[config.mk]
export PLATFORM = sky130hd
export DESIGN_NAME = gnt_dist_pc_1to6
export DESIGN_NICKNAME = d
export VERILOG_FILES = /design/src/rtl/gnt_dist_pc_1to6.sv
export SDC_FILE = /design/constraint.sdc
export NUM_CORES = 1
export LEC_CHECK = 0
export CAP_MARGIN = 20
export CORE_UTILIZATION = 44
export DETAILED_ROUTE_END_ITERATION = 6
export GPL_ROUTABILITY_DRIVEN = 0
export GPL_TIMING_DRIVEN = 0
export HOLD_SLACK_MARGIN = 0.08
export MAX_ROUTING_LAYER = met4
export PLACE_DENSITY_LB_ADDON = 0.3
export SLEW_MARGIN = 10
export SYNTH_ARGS = -nofsm -noshare
export SYNTH_HDL_FRONTEND = slang
export SYNTH_SLANG_ARGS = --single-unit
[constraint.sdc]
create_clock -name clk -period 5 [get_ports clk]
set_input_delay 0.5 -clock clk [delete_from_list [all_inputs] [get_ports clk]]
set_output_delay 0.5 -clock clk [all_outputs]
set_load 0.02 [all_outputs]
[src/rtl/gnt_dist_pc_1to6.sv]
// Grant distributor: steers an allocator port grant back to its owning VC slot
// and holds it there until that VC acknowledges it.
`ifndef NUM_PORT
`define NUM_PORT 5
`endif
`ifndef VC_INDEX_WIDTH
`define VC_INDEX_WIDTH 3
`endif

module gnt_dist_pc_1to6 #(
  parameter int NUM_PORT       = `NUM_PORT,
  parameter int NUM_VC         = 6,
  parameter int VC_INDEX_WIDTH = `VC_INDEX_WIDTH
) (
  input  logic                      clk,
  input  logic                      reset,
  input  logic                      gnt_valid,
  input  logic [VC_INDEX_WIDTH-1:0] sel,
  input  logic [NUM_PORT-1:0]       gnt_in,
  output logic                      gnt_ready,
  input  logic [NUM_VC-1:0]         vc_ack,
  output logic [NUM_PORT-1:0]       gnt_out_0,
  output logic [NUM_PORT-1:0]       gnt_out_1,
  output logic [NUM_PORT-1:0]       gnt_out_2,
  output logic [NUM_PORT-1:0]       gnt_out_3,
  output logic [NUM_PORT-1:0]       gnt_out_4,
  output logic [NUM_PORT-1:0]       gnt_out_5,
  output logic [NUM_VC-1:0]         gnt_hold,
  output logic [2:0]                pend_cnt,
  input  logic                      err_clr,
  output logic [1:0]                err
);

  logic [NUM_VC-1:0]   r_hold;
  logic [NUM_PORT-1:0] r_gnt [NUM_VC];
  logic [2:0]          r_pend;
  logic [1:0]          r_err;

  logic                w_sel_ok;
  logic                w_slot_free;
  logic                w_accept;
  logic                w_multi;
  logic                w_write;
  logic [1:0]          w_err_ev;
  logic [NUM_VC-1:0]   w_hold_nxt;
  logic [NUM_PORT-1:0] w_gnt_nxt [NUM_VC];
  logic [2:0]          w_pend_nxt;

  assign w_sel_ok = (32'(sel) < NUM_VC);

  // An out-of-range sel is always ready so the allocator can flush it and flag it.
  always_comb begin
    w_slot_free = 1'b1;
    for (int k = 0; k < NUM_VC; k++) begin
      if (32'(sel) == k) w_slot_free = ~r_hold[k] | vc_ack[k];
    end
  end

  assign gnt_ready = w_sel_ok ? w_slot_free : 1'b1;
  assign w_accept  = gnt_valid & gnt_ready;
  assign w_multi   = |(gnt_in & (gnt_in - NUM_PORT'(1)));
  assign w_write   = w_accept & w_sel_ok & ~w_multi & (|gnt_in);
  assign w_err_ev  = {w_accept & w_multi, w_accept & ~w_sel_ok};

  // Acks clear first; a write to the same slot then overrides the clear.
  always_comb begin
    w_pend_nxt = 3'd0;
    for (int k = 0; k < NUM_VC; k++) begin
      w_hold_nxt[k] = r_hold[k] & ~vc_ack[k];
      w_gnt_nxt[k]  = w_hold_nxt[k] ? r_gnt[k] : '0;
      if (w_write && (32'(sel) == k)) begin
        w_hold_nxt[k] = 1'b1;
        w_gnt_nxt[k]  = gnt_in;
      end
      w_pend_nxt = w_pend_nxt + 3'(w_hold_nxt[k]);
    end
  end

  always_ff @(posedge clk) begin
    if (reset) begin
      r_hold <= '0;
      r_pend <= 3'd0;
      r_err  <= 2'b00;
      for (int k = 0; k < NUM_VC; k++) r_gnt[k] <= '0;
    end else begin
      r_hold <= w_hold_nxt;
      r_pend <= w_pend_nxt;
      r_err  <= err_clr ? w_err_ev : (r_err | w_err_ev);
      for (int k = 0; k < NUM_VC; k++) r_gnt[k] <= w_gnt_nxt[k];
    end
  end

  assign gnt_hold  = r_hold;
  assign pend_cnt  = r_pend;
  assign err       = r_err;
  assign gnt_out_0 = r_gnt[0];
  assign gnt_out_1 = r_gnt[1];
  assign gnt_out_2 = r_gnt[2];
  assign gnt_out_3 = r_gnt[3];
  assign gnt_out_4 = r_gnt[4];
  assign gnt_out_5 = r_gnt[5];

endmodule

==> flow_summary.ini <==
[clock_network]
postCtsSetupRepairBufs = 0
cts-resized-gates = 0
path_clk_slew_ns = 0.08
hold_buffers = 0
cts_buffers = 5
insertion_delay_ns = 0.30
root_buffer = clkbuf_8
clockBufferDepth = 2
cts-htree-levels = 2
numClockSinks = 41
cts_tree = built

[finish]
fin_util_pct = 67.0
drive_above_1_share_pct = 7.39
register_area_um2 = 821
final_common_cell = clkdlybuf4s50_1
multi_input_area_um2 = 828
diodes = 0
fillers = 331
fin_nets = 278
mostFrequentLayoutCells = clkdlybuf4s50_1 (57), dfxtp_1 (41), nand2_1 (33), o21ai_0 (16), o31ai_1 (15)
syn2layout_area_growth_pct = 44.7

[setup_path]
rr_worst_depth = 13
ff2ff_setup_slack_ns = 1.40
crit_start = gnt_in[3]
cp_data_arrival_time_ns = 4.48
critPathLaunchType = primary input
rr_endpoint = pend_cnt[1]
worstPathRequired_ns = 5.18
critPathMaxFanout = 10
reg2reg_from = gnt_hold[0]
endpoint_kind = register
crit_end = pend_cnt[1]
crit_type = in -> reg

[synth]
syn_area_um2 = 1720
synthMuxAreaShare_pct = 0.582
yosysUniqueCellTypes = 39
syn-num-nets = 214
synthSimpleGateAreaFrac_pct = 22.5
avgSynthCellArea_um2 = 8.96
synth_xor_area_share_pct = 0.509
synth_top_family_by_area = simple AND/OR/NAND/NOR gates
synth-compound-area-share_pct = 19.1
synth-seq-area-share_pct = 47.7
syn_inst = 192
ys_seq_elements = 41
ys_warn_count = 0
synth_adder_area_share_pct = 5.45

[run_status]
status = completed

[route]
drc = 0
viasPerCell = 5.34
routedWlPerCell_um = 13.6
vias = 1630
wirelength_mm = 4.15
initialDrtViolationCount = 85
drt_first_pass_iters = 4
antenna_left = 0

[sta]
worstMarginPinSlew_ns = 0.813
skew_ns = 0.00578
hold_viol = 0
tns_ns = 0
finalCriticalPeriod_ns = 4.30
setup_viol = 0
achievable-frequency_mhz = 232
rsz0062_at_grt = no
fin_crit_sh_pct = 86.1
slew_viol_final = 0
slew_headroom_pct = 44.4

[placed_design]
hpwl_mm = 3.14
io_buffers = 57

[global_routing]
grt_use_total_pct = 23.0
grt_pass1_wl_mm = 7.06
grt_max_degree = 15
antenna_found_initial = 0
grt_pass1_vias = 1511
globalRouteOverflowTotal = 0

[pwr]
vdd_drop_max_v = 0.000194
p_leak_nw = 0.915
p_per_area_nw_per_um2 = 287

[min_path]
hold_path_class = reg -> reg

[floorplanning]
row_count = 22
dieArea_um2 = 4160
initial_utilization_pct = 46.3
die_h_um = 64.5
core_um2 = 3720
die_w_um = 64.5
ios = 60

[job]
drv_cap = 0
==> layer usage <==
layer / vias to the layer above / track usage, % / routed length, µm
met1: 769 / 29.7 / 1980
met5: - / - / 0
met3: 9 / 5.81 / 199
li1: 807 / - / -
met4: 0 / 9.17 / 80
met2: 45 / 34.5 / 1890
==> Yosys cell counts <==
cell type,instances,area share [%]
dfxtp_1,41,48
nand2_1,33,7.2
o21ai_0,16,4.7
o31ai_1,15,6.5
nor2_1,13,2.8
inv_1,8,1.7
a21oi_1,7,2.0
nand2b_1,7,2.5
a32o_1,5,2.9
nor2b_1,5,1.8
nand3_1,4,1.2
nor3_1,4,1.2
clkbuf_1,3,0.65
fa_1,3,3.5
buf_2,2,0.58
nand4_1,2,0.73
nor3b_1,2,0.87
a2111oi_0,1,0.51
a211oi_1,1,0.44
a21boi_0,1,0.44
a22o_1,1,0.51
and2_4,1,0.51
and3_1,1,0.36
buf_6,1,0.65
clkbuf_2,1,0.29
clkinv_1,1,0.22
ha_1,1,0.73
maj3_1,1,0.58
maj3_2,1,0.65
mux2i_1,1,0.58
nand3_2,1,0.58
nand4b_1,1,0.51
nor4_1,1,0.36
o211ai_1,1,0.44
o221a_2,1,0.65
or3_4,1,0.65
or3b_2,1,0.51
or4_4,1,0.65
xor2_1,1,0.51
==> registers in the layout, summed over array words and instances (netlist names) <==
register and cells:
err 2, gnt_hold 6, r_gnt 30, pend_cnt 3
==> power breakdown <==
part | internal (mW) | switching [mW]
registers | 0.329 | 0.00149
clock network | 0.201 | 0.122
logic | 0.0278 | 0.0338
==> cells by family after synthesis <==
| group | after synthesis |
|---|---|
| mux | 1 |
| flops | 41 |
| compound gates | 49 |
| buf+inv | 16 |
| fa+ha+maj | 6 |
| simple gates | 78 |
| xor+xnor | 1 |
==> critical path, cell delays in order <==
cell             delay [ns]
clkdlybuf4s50_1        0.52
xor2_1                 0.20
a2111oi_0              0.74
nor2_1                 0.18
nand3_2                0.19
buf_6                  0.16
o21ai_0                0.11
fa_1                   0.53
inv_1                  0.05
fa_1                   0.48
inv_1                  0.04
ha_1                   0.18
fa_1                   0.43
nor2b_1                0.14
==> how the worst min path moves through the flow <==
| stage | cells past startpoint | slack (ns) | to | startpoint |
|---|---|---|---|---|
| 2_1_floorplan | 2 | 0.53 | r_gnt[0][20] | r_gnt[0][20] |
| 3_3_place_gp | 2 | 0.44 | r_gnt[0][5] | r_gnt[0][5] |
| 3_5_place_dp | 2 | 0.45 | r_gnt[0][8] | r_gnt[0][8] |
| 4_1_cts | 2 | 0.46 | r_gnt[0][8] | r_gnt[0][8] |
| 5_1_grt | 2 | 0.48 | r_gnt[0][6] | r_gnt[0][6] |
| 6_report | 2 | 0.46 | r_gnt[0][6] | r_gnt[0][6] |
==> final cells by class <==
class / instances / area share, %
multi-input combinational: 135 / 33.3
sequential: 41 / 33.0
timing repair buffer: 57 / 22.9
clock buffer: 5 / 2.77
clock inverter: 3 / 2.77
tap: 48 / 2.41
buffer: 7 / 1.51
inverter: 9 / 1.36
==> per-stage QoR <==
step	instances	power, mW	hold WS [ns]	instance area, µm²	setup slack, ns
after floorplan	192	0.370	0.529	1720	1.22
after global placement	297	0.399	0.437	2350	0.466
after detailed placement	297	0.399	0.445	2350	0.410
after CTS	305	0.719	0.464	2490	0.713
after global routing	305	0.742	0.479	2490	0.484
final	305	0.715	0.460	2490	0.696
Power figures use the tool's default switching activity.
